[config.mk]
export PLATFORM = sky130hd
export DESIGN_NAME = shift_add_multiplier
export DESIGN_NICKNAME = d
export VERILOG_FILES = /design/src/rtl/shift_add_multiplier.sv
export SDC_FILE = /design/constraint.sdc
export NUM_CORES = 1
export LEC_CHECK = 0
export ABC_AREA = 0
export CAP_MARGIN = 15
export CORE_MARGIN = 10
export CORE_UTILIZATION = 60
export CTS_BUF_LIST = sky130_fd_sc_hd__clkbuf_4
export DETAILED_ROUTE_END_ITERATION = 16
export DONT_BUFFER_PORTS = 1
export HOLD_SLACK_MARGIN = 0.02
export PLACE_DENSITY_LB_ADDON = 0.05
export REMOVE_ABC_BUFFERS = 1
export SYNTH_ARGS = -nofsm -noshare
export SYNTH_HDL_FRONTEND = slang
export SYNTH_SLANG_ARGS = --single-unit
[constraint.sdc]
create_clock -name clk -period 1.8 [get_ports clk]
set_input_delay 0.18 -clock clk [delete_from_list [all_inputs] [get_ports clk]]
set_output_delay 0.18 -clock clk [all_outputs]
set_load 0.02 [all_outputs]
[src/rtl/shift_add_multiplier.sv]
// Sequential unsigned shift-add multiplier.
// Drives an external combinational WIDTH-bit adder with the accumulator and the
// (conditionally gated) multiplicand, and folds the adder result back into {A,Q}
// with a one-bit right shift per cycle. After WIDTH iterations {A,Q} holds the
// 2*WIDTH-bit product, which is latched into the product register.
module shift_add_multiplier #(
    parameter int unsigned WIDTH = 4
) (
    input  logic               clk,
    input  logic               rst,
    input  logic               start,
    input  logic [WIDTH-1:0]   multiplicand,
    input  logic [WIDTH-1:0]   multiplier,
    output logic [WIDTH-1:0]   add_a,
    output logic [WIDTH-1:0]   add_b,
    output logic               add_cin,
    input  logic [WIDTH-1:0]   add_sum,
    input  logic               add_cout,
    output logic               busy,
    output logic               done,
    output logic [2*WIDTH-1:0] product
);

    // Counter must represent 0..WIDTH.
    localparam int unsigned CntW = $clog2(WIDTH + 1);
    localparam logic [CntW-1:0] LastIter = CntW'(WIDTH - 1);

    typedef enum logic [1:0] {
        StIdle = 2'd0,
        StRun  = 2'd1,
        StDone = 2'd2
    } state_e;

    state_e               state_q, state_d;
    logic [WIDTH-1:0]     m_q, m_d;
    logic [WIDTH-1:0]     a_q, a_d;
    logic [WIDTH-1:0]     q_q, q_d;
    logic [CntW-1:0]      cnt_q, cnt_d;
    logic [2*WIDTH-1:0]   product_q, product_d;

    // Post-shift accumulator/multiplier pair for the current RUN iteration.
    logic [WIDTH-1:0]     a_shift;
    logic [WIDTH-1:0]     q_shift;

    // Adder operands come straight from registers so they are deterministic in every state.
    always_comb begin
        add_a   = a_q;
        add_b   = q_q[0] ? m_q : '0;
        add_cin = 1'b0;
    end

    // Shift {cout, sum, Q} right by one: the carry becomes A's MSB and sum[0] enters Q.
    always_comb begin
        a_shift = {add_cout, add_sum[WIDTH-1:1]};
        q_shift = {add_sum[0], q_q[WIDTH-1:1]};
    end

    // Next-state and datapath update.
    always_comb begin
        state_d   = state_q;
        m_d       = m_q;
        a_d       = a_q;
        q_d       = q_q;
        cnt_d     = cnt_q;
        product_d = product_q;

        unique case (state_q)
            StIdle: begin
                if (start) begin
                    m_d     = multiplicand;
                    q_d     = multiplier;
                    a_d     = '0;
                    cnt_d   = '0;
                    state_d = StRun;
                end
            end
            StRun: begin
                a_d   = a_shift;
                q_d   = q_shift;
                cnt_d = cnt_q + 1'b1;
                if (cnt_q == LastIter) begin
                    product_d = {a_shift, q_shift};
                    state_d   = StDone;
                end
            end
            StDone: begin
                // start is deliberately ignored here; no request queuing.
                state_d = StIdle;
            end
            default: begin
                state_d = StIdle;
            end
        endcase
    end

    // State and datapath registers; reset also clears the last product.
    always_ff @(posedge clk or posedge rst) begin
        if (rst) begin
            state_q   <= StIdle;
            m_q       <= '0;
            a_q       <= '0;
            q_q       <= '0;
            cnt_q     <= '0;
            product_q <= '0;
        end else begin
            state_q   <= state_d;
            m_q       <= m_d;
            a_q       <= a_d;
            q_q       <= q_d;
            cnt_q     <= cnt_d;
            product_q <= product_d;
        end
    end

    // Status outputs decoded from the state register.
    always_comb begin
        busy    = (state_q == StRun);
        done    = (state_q == StDone);
        product = product_q;
    end

endmodule

==> results of run 1 <==
==> cell type report <==
| class | instances | area [sq um] | area share [%] |
|---|---|---|---|
| Timing Repair Buffer | 13 | 125.1 | 10.33 |
| Sequential cell | 25 | 625.6 | 51.65 |
| Inverter | 6 | 25.02 | 2.066 |
| Tap cell | 17 | 21.27 | 1.756 |
| Multi-Input combinational cell | 49 | 384.1 | 31.71 |
| Clock buffer | 4 | 30.03 | 2.479 |
==> cells in the final DEF, fill, tap and decap left out <==
cell type      Yosys  routed
dfrtp_1           25      25
dlygate4sd3_1      0      11
mux2_2            10      10
o22ai_1            8       8
a22o_1             5       5
inv_1              5       5
a21oi_1            5       5
and2_1             4       4
clkbuf_4           0       4
nor2_1             3       3
nand2_1            2       2
o21ai_0            2       2
mux2_1             2       2
ha_1               2       2
buf_4              1       2
nand2b_4           1       1
o21bai_1           1       1
inv_4              1       1
nand2b_2           1       1
nor2b_1            1       1
nand2_4            1       1
conb_1             1       1
==> synthesized netlist by cell type <==
master / instances
o21bai_1: 1
mux2_1: 2
dfrtp_1: 25
nand2b_2: 1
a22o_1: 5
and2_1: 4
o21ai_0: 2
inv_4: 1
nor2b_1: 1
nand2_4: 1
ha_1: 2
buf_4: 1
o22ai_1: 8
mux2_2: 10
nand2_1: 2
a21oi_1: 5
inv_1: 5
nor2_1: 3
conb_1: 1
nand2b_4: 1
==> cell families (layout without fill, tap and decap cells) <==
logic type               count (synthesis)  in the layout
adder cells (fa/ha/maj)                  2              2
multiplexers                            12             12
other                                    1              1
flip-flops                              25             25
buffers and inverters                    7             23
AND/OR/NAND/NOR                         13             13
AO/OA/AOI/OAI                           21             21
==> final timing paths <==
| check | to | slack (ps) |
|---|---|---|
| worst min register to register | cnt_q[2]$_DFFE_PP0P_ | 510 |
| min in group asynchronous | add_a[0]$_DFFE_PP0P_ | 330 |
| max in group asynchronous | m_q[2]$_DFFE_PP0P_ | 920 |
| worst min-delay path | q_q[3]$_DFFE_PP0P_ | 50 |
| worst max-delay path | m_q[1]$_DFFE_PP0P_ | 330 |
| worst max register to register | m_q[1]$_DFFE_PP0P_ | 330 |
==> critical path, delay by kind of cell (launching register included) <==
kind | cells | cell delay (ps)
DFF | 1 | 440
muxes | 1 | 380
and+or+nand+nor | 2 | 540
==> metal layers <==
layer / up-vias / wire, um
met1: 364 / 866
met5: - / 0
met3: 4 / 216
met2: 25 / 1110
met4: 0 / 36
li1: 317 / -
==> per-stage QoR <==
step	hold WS [ps]	total power, W	std cells	instance area (sq um)	util (%)
floorplan	207.3	0.001786	80	1035	-
global placement	128.2	0.001954	99	1071	63.41
detailed placement	124.7	0.001992	99	1071	63.41
CTS	55.01	0.002261	114	1211	71.70
global route	43.55	0.002405	114	1211	71.70
finish	53.65	0.002239	114	1211	71.70
==> report_power, final <==
part	internal, W	leakage, nW	switching [W]
registers	0.000835	0.296	0.000383
logic	0.000354	0.234	0.000414
clock network	0.000102	0.0184	0.000152
==> flip-flops by register name, summed over array words and instances (netlist names) <==
name     cells
state_q      2
m_q          4
q_q          4
add_a        4
cnt_q        3
product      8
==> what timing repair did <==
action                                 CTS  global route
endpoints found under the hold margin   27             0
setup buffers                            0             0
hold buffers                            11             0
==> summary.txt, run 1 <==
Run status
  • Status: finished clean

STA
  • Worst-Margin Slew: 501.6 ps
  • Period utilization: 81.48%
  • Setup Skew: 5.049 ps
  • Setup ws final: approximately 330 ps
  • Final min period: 1467 ps
  • Final setup TNS: 0 ps
  • Fmax achieved: 0.6818 GHz
  • RSZ-0062 raised after global routing: no
  • Max Slew Vio Count: 0
  • Hold Vio Cnt, Final: 0
  • Final setup vio count: 0
  • Slew headroom: between 60% and 70%

Global route
  • Total grt overflow: 0
  • M1 GR Usage: 13.65%
  • Busiest grt layer: met2
  • Met2 Track Usage GR: 22.55%
  • Antenna violations before repair: 0
  • Vias in the first global route: 752
  • M3 GR Usage: between 4 and 5%
  • GRT Util Overall: 12.89%
  • First-pass GRT wire length: ~3600 um
  • Largest net degree at the start of global routing: 15

Yosys
  • Mapped Avg Cell Area: roughly 13 sq um
  • Post-synthesis xor/xnor area fraction: 0%
  • Mapped Cells: 81
  • Simple-Gate Fraction of Synth Area: 8.043%
  • Adder-Cell Fraction of Synth Area: 2.401%
  • Syn. warnings: 0
  • Synth top area share: approximately 60%
  • Register area share after synthesis: 60.02%
  • Leading area contributor after synthesis: dfrtp_1
  • Most area-consuming cells after synthesis: dfrtp_1 60%, mux2_2 11%, o22ai_1 4.8%
  • Largest family of logic cells by synthesized area: compound AO/OA/AOI/OAI gates
  • Mapped Area: 1042 sq um
  • FF+latch count, synth: 25
  • Mux cell area share after synthesis: 12.97%
  • Post-synth cell types: 20
  • Synth Area in Compound Gates: 13.09%

Worst hold path
  • Hold Path Class: input pin to register
  • HP Start: add_sum[0]
  • Cell depth of the worst hold path: 2

Detailed routing
  • Initial DRC count: 14
  • DRT Pass-1 Iters: 4
  • WL final: between 2000 and 2500 um
  • Drt wl/cell: 19.55 um
  • Antenna-violating nets left: 0
  • Via density: 6.228
  • DRC errors left: 0
  • Via count: 710

Worst setup path
  • CP arrival: 1670 ps
  • CP startpoint: state_q[1]$_DFFE_PP0P_
  • Critical path required time: 2010 ps
  • Crit end category: register
  • RR Startpoint: state_q[1]$_DFFE_PP0P_
  • Crit path kind: register to register
  • Max stage delay on crit path: 440 ps
  • Startpoint types: register
  • Reg2reg path depth: 3
  • Critical path cell sequence: nand2b_2, nor2_1, mux2_2
  • Critical-path top delay cell: dfrtp_1
  • Crit-path max FO: 5

Place
  • DP Worst Slack: 345.4 ps
  • IO buf count: 0
  • Gpl congestion: 0.7500
  • Post-DP HPWL: 1597 um

Job
  • Max-cap violation count: 0

Final layout
  • Share of cells above drive strength 1: between 20% and 30%
  • Antenna cells: 0
  • Area Overhead vs Synth: 16.21%
  • Fill cell count: 123
  • Final net count: 116

Die
  • Std-Cell Rows: 15
  • Top-Level Pins: 35
  • Core area: roughly 1700 sq um
  • Width of the die: 61.68 um
  • Die area: 3804 sq um
  • Initial core utilization: 61.70%
  • Die span in y: 61.68 um

Power and ir drop
  • Lkg Pwr: 0.5479 nW
  • Pwr/cell area: approximately 1800 nW/um^2
  • Maximum vdd ir drop: 0.001052 V

CTS
  • Clk buf depth: 2
  • Root buf cell: clkbuf_4
  • # clock sinks: 25
  • TritonCTS clock tree: built
  • CTS Buf Count: 3
  • CTS-repair resized insts: 0
  • Worst-skew pair later-pin latency: 310 ps
  • H-tree depth: 1
  • Clock-pin slew on the worst setup and hold paths: approximately 120 ps
No activity file was read; power rests on OpenSTA's default activity.
==> run 2, diff against run 1 <==
CORE_UTILIZATION = 57   (was 60)
clock period = 1.2 ns   (was 1.8 ns; I/O delays follow)
==> run 2 against run 1 <==
The run now ends with negative setup slack left. First-iteration DRC count rose by 120%. Die area rose by 3.5%. Combinational power rose by 120%. Hold slack improved by 45 ps. Core utilization rose by 13 points. Sequential power rose by 53%. Clock skew fell by 1.3 ps. Critical path type unchanged. Largest cell class unchanged. Largest power group unchanged.
==> summary.txt, run 2 (same netlist as run 1, synthesis figures left out) <==
Detailed routing
  • Routed length on met1: about 1100 um
  • Drt wl/cell: 18.30 um
  • DRC errors left: 0
  • Antenna-violating nets left: 0
  • Met2 WL: 1178 um
  • Initial DRC count: 31
  • Length of routed met3 wiring: 166 um
  • DRT Pass-1 Iters: 4
  • Highest routed layer: met4
  • WL final: 2507 um
  • Via density: 5.496
  • Via count: 753

Worst setup path
  • Critical path required time: 1410 ps
  • Startpoint types: register
  • Max stage delay on crit path: 410 ps
  • Critical-path top delay cell: dfrtp_1
  • Crit path kind: register to register
  • RR Startpoint: cnt_q[1]$_DFFE_PP0P_
  • CP startpoint: cnt_q[1]$_DFFE_PP0P_
  • CP arrival: 1520 ps
  • Crit-path max FO: 5
  • Crit end category: register
  • Reg2reg path depth: 4
  • Critical path cell sequence: ha_2, ha_4, nand2_8, mux2_4

CTS
  • # clock sinks: 25
  • H-tree depth: 1
  • Root buf cell: clkbuf_4
  • Clk buf depth: 2
  • Worst-skew pair later-pin latency: 310 ps
  • TritonCTS clock tree: built
  • CTS Buf Count: 3
  • Clock-pin slew on the worst setup and hold paths: around 130 ps

Global route
  • Total grt overflow: 0
  • Largest net degree at the start of global routing: 26
  • First-pass GRT wire length: 4091 um
  • Vias in the first global route: 783
  • GRT Util Overall: 12.54%
  • Antenna violations before repair: 0

Worst hold path
  • Hold Path Class: input pin to register
  • Cell depth of the worst hold path: 3
  • HP Start: start

Job
  • Max-cap violation count: 0

Place
  • Gpl congestion: 0.7752
  • Post-Place Cells: approximately 110
  • Placed Area: between 1000 and 1500 sq um
  • Post-DP HPWL: 1523 um
  • IO buf count: 0

Run status
  • Failing checks: negative setup slack
  • Status: finished with violations

Die
  • Initial core utilization: between 60% and 70%
  • Die area: 3939 sq um
  • Std-Cell Rows: 15
  • Core area: approximately 1700 sq um
  • Width of the die: roughly 63 um
  • Top-Level Pins: 35
  • Die span in y: 62.76 um

Power and ir drop
  • Lkg Pwr: slightly below 0.7 nW
  • Sw frac: 40.72%
  • Switch Pwr: 0.001612 W
  • Register share of total power: 47.2%
  • Pwr/cell area: between 2000 and 3000 nW/um^2
  • Maximum vdd ir drop: 0.001706 V
  • Combinational Power Share: a little over two fifths
  • Clock share of power: around a tenth
  • Internal power: 0.002346 W

STA
  • Setup Skew: 3.704 ps
  • Max Slew Vio Count: 0
  • Fmax achieved: 0.7627 GHz
  • Final setup vio count: 10
  • Final min period: 1311 ps
  • Final setup TNS: -938.6 ps
  • Period utilization: 109.3%
  • Setup ws final: -111.2 ps
  • Hold Vio Cnt, Final: 0
  • RSZ-0062 raised after global routing: yes

Final layout
  • Fill cell count: 95
  • Share of cells above drive strength 1: 36.61%
  • Area Overhead vs Synth: 41.06%
  • Post-layout instance area: between 1000 and 1500 sq um
  • Most frequent cells in the layout: 23 x dfrtp_1, 16 x dlygate4sd3_1, 12 x mux2_4, 8 x o22ai_1, 7 x buf_4
  • Max FFs per register: 8
  • Multi-input logic area: 489.2 sq um
  • Most common cell after layout, fill and taps aside: dfrtp_1
  • Final net count: 131
  • Cell Count, Final, Fillers Out: 137
  • Antenna cells: 0
  • Sequential standard cell area: about 630 sq um
run 2: layer usage:
metal | global-route usage (%) | up-vias
met4 | 5.028 | 0
met3 | 3.943 | 4
met1 | 15.78 | 373
met5 | 0 | -
li1 | - | 352
met2 | 19.36 | 24
run 2: layout make-up:
cell class / instances / share of cell area (%)
clock buffers: 4 / 2.043
inverters: 6 / 2.043
multi-input cells: 50 / 33.28
flip-flops and latches: 25 / 42.72
well taps: 25 / 2.128
repair buffers: 27 / 17.79
run 2: metrics by stage:
step | total power (W) | setup slack (ps) | hold slack [ps] | utilization (%)
CTS | 0.003911 | -98.32 | 27.57 | 83.19
detailed placement | 0.003063 | -195.4 | 80.36 | 65.22
global placement | 0.003028 | -171.1 | 73.08 | 65.22
global route | 0.004224 | -144.4 | 133.4 | 85.14
finish | 0.003957 | -111.2 | 98.92 | 85.14
floorplan | 0.002678 | -136.2 | 147.3 | -
run 2: critical path, delay by kind of cell (launching register included):
family	cells	cell delay (ps)
adder cells (fa/ha/maj)	2	400
flip-flops	1	410
multiplexers	1	300
AND/OR/NAND/NOR	1	100
run 2: power groups by stage:
stage	registers [W]	logic (W)	clock network [W]
2_1_floorplan	0.00175	0.000931	0
3_3_place_gp	0.00183	0.00119	0
3_5_place_dp	0.00184	0.00122	0
4_1_cts	0.00186	0.00165	0.000406
5_1_grt	0.00193	0.00186	0.000438
6_report	0.00187	0.00170	0.000386
run 2: path summary, 6_finish.rpt:
path | endpoint | slack (ps)
max reg2reg | product[4]$_DFFE_PP0P_ | -110
min | cnt_q[2]$_DFFE_PP0P_ | 100
min reg2reg | cnt_q[2]$_DFFE_PP0P_ | 510
max in group asynchronous | state_q[0]$_DFFE_PP0P_ | 650
max | product[4]$_DFFE_PP0P_ | -110
min in group asynchronous | product[2]$_DFFE_PP0P_ | 300
run 2: what timing repair did:
action                                  4_1_cts  5_1_grt
cloned                                        1        0
hold endpoints to repair                     43        1
pin swaps                                     5        1
setup buffers                                 2        1
resized for setup                            28        6
endpoints found under the setup margin       21       19
hold buffers                                 15        1
==> run 3, diff against run 2 <==
CORE_ASPECT_RATIO = 1.4   (was not set)
CORE_MARGIN = 5   (was 10)
==> run 3 against run 2 <==
The run still ends with negative setup slack left. Sequential share of layout area increased by 0.58 points. Setup slack got worse by 4.6 ps. Critical path depth stayed put.
==> summary.txt, run 3 (same netlist as run 1, synthesis figures left out) <==
CTS
  • # clock sinks: 25
  • Root buf cell: clkbuf_4
  • Clk buf depth: 2
  • CTS Buf Count: 3
  • TritonCTS clock tree: built
  • Worst-skew pair later-pin latency: 310 ps
  • H-tree depth: 1
  • Clock-pin slew on the worst setup and hold paths: 130 ps

Job
  • Max-cap violation count: 0

Final layout
  • Post-layout util: about 80%
  • Most frequent cells in the layout: 24 x dfrtp_1, 15 x dlygate4sd3_1, 12 x mux2_4, 8 x o22ai_1, 7 x buf_4
  • Share of cells above drive strength 1: 35.45%
  • Most common cell after layout, fill and taps aside: dfrtp_1
  • Post-layout instance area: 1448 sq um
  • Final net count: 129
  • Max FFs per register: 8
  • Antenna cells: 0
  • Area Overhead vs Synth: 38.90%
  • Cell Count, Final, Fillers Out: 130

Worst setup path
  • Startpoint types: register
  • Crit path kind: register to register
  • Reg2reg path depth: 4
  • RR Startpoint: cnt_q[1]$_DFFE_PP0P_
  • Crit-path max FO: 4
  • Reg-to-reg setup timing slack: -120 ps
  • CP arrival: around 1500 ps
  • Reg2reg end: product[7]$_DFFE_PP0P_
  • Critical path required time: roughly 1400 ps
  • Crit end category: register

STA
  • RSZ-0062 raised after global routing: yes
  • Max Slew Vio Count: 0
  • Setup ws final: -115.8 ps
  • Period utilization: 109.7%
  • Setup Skew: 2.886 ps
  • Hold slack: 33.89 ps
  • Hold Vio Cnt, Final: 0
  • Final min period: around 1300 ps
  • Final setup vio count: 14
  • Fmax achieved: 0.7600 GHz

Die
  • Die span in y: 60.60 um
  • Width of the die: around 46 um
  • Top-Level Pins: 35
  • Initial core utilization: 59.33%
  • Std-Cell Rows: 18
  • Die area: 2796 sq um
  • Core area: 1757 sq um

Detailed routing
  • Initial DRC count: 19
  • Length of routed met3 wiring: 168 um
  • DRT Pass-1 Iters: 4
  • Via density: 5.954
  • DRC errors left: 0
  • Via count: 774
  • Met2 WL: 1446 um
  • Highest routed layer: met4
  • WL final: 2562 um
  • Routed length on met1: 905 um
  • Drt wl/cell: 19.71 um
  • Antenna-violating nets left: 0

Place
  • Post-DP HPWL: about 1500 um
  • Post-Place Cells: 107
  • Gpl congestion: about 0.7
  • IO buf count: 0
  • Placed Area: 1112 sq um

Global route
  • First-pass GRT wire length: 3850 um
  • GRT Util Overall: 19.41%
  • Largest net degree at the start of global routing: 26
  • Antenna violations before repair: 0
  • Total grt overflow: 0
  • Vias in the first global route: 813

Worst hold path
  • Hold EP: q_q[1]$_DFFE_PP0P_
  • Cell depth of the worst hold path: 2
  • Hold Path Class: input pin to register
  • HP Start: start

Run status
  • Status: finished with violations
  • Failing checks: negative setup slack

Power and ir drop
  • Lkg Pwr: between 0.6 and 0.7 nW
  • Maximum vdd ir drop: 0.001878 V
  • Pwr/cell area: between 2000 and 3000 nW/um^2
## run 3: cell count changes in the layout (fill, tap and decap cells not counted), sizes merged
cell	delta
buf	-1
dlygate4sd3	-1
## run 3: critical path, stage by stage (launching register included)
cell and delay (ps):
dfrtp_1 410, ha_2 210, ha_4 190, nand2_4 100, mux2_4 300
## run 3: power by group
part / switching, W / internal (W) / leakage [nW] / total (W)
Sequential: 0.000599 / 0.00126 / 0.295 / 0.00185
Clock: 0.000240 / 0.000152 / 0.0184 / 0.000393
Combinational: 0.000834 / 0.000953 / 0.361 / 0.00179
Total: 0.00167 / 0.00236 / 0.674 / 0.00403
## run 3: repair_timing
| item | CTS | global route |
|---|---|---|
| gates resized for setup | 22 | 10 |
| setup buffers | 0 | 3 |
| endpoints found under the setup margin | 21 | 23 |
| pin swaps | 3 | 2 |
| endpoints found under the hold margin | 43 | 1 |
| hold buffers | 14 | 1 |
| gates cloned | 1 | 0 |
## run 3: final cells by class
type	count	area [sq um]
clock buffers	4	30.03
flip-flops and latches	25	626.9
inverters	6	27.53
multi-input cells	50	498.0
repair buffers	25	240.2
well taps	20	25.02
fillers	105	309.0
## run 3: worst max-delay path by stage
| stage | start | to | cells past startpoint |
|---|---|---|---|
| floorplan | cnt_q[0]$_DFFE_PP0P_ | product[1]$_DFFE_PP0P_ | 4 |
| global placement | cnt_q[1]$_DFFE_PP0P_ | product[1]$_DFFE_PP0P_ | 4 |
| detailed placement | cnt_q[0]$_DFFE_PP0P_ | product[1]$_DFFE_PP0P_ | 4 |
| CTS | cnt_q[0]$_DFFE_PP0P_ | product[1]$_DFFE_PP0P_ | 4 |
| global route | cnt_q[1]$_DFFE_PP0P_ | product[4]$_DFFE_PP0P_ | 4 |
| finish | cnt_q[1]$_DFFE_PP0P_ | product[7]$_DFFE_PP0P_ | 4 |
## run 3: metrics by stage
stage | total power [W] | setup WS, ps | TNS, ps
global route | 0.004258 | -143.2 | -1588
CTS | 0.003768 | -130.2 | -962.6
finish | 0.004034 | -115.8 | -1069
floorplan | 0.002678 | -136.2 | -1437
detailed placement | 0.003057 | -203.7 | -2270
global placement | 0.002997 | -164.9 | -1644
## run 3: per-layer routing
layer	track usage, %	up-vias
met3	5.045	4
met4	6.911	0
li1	-	345
met5	0	-
met1	22.42	394
met2	33.86	31
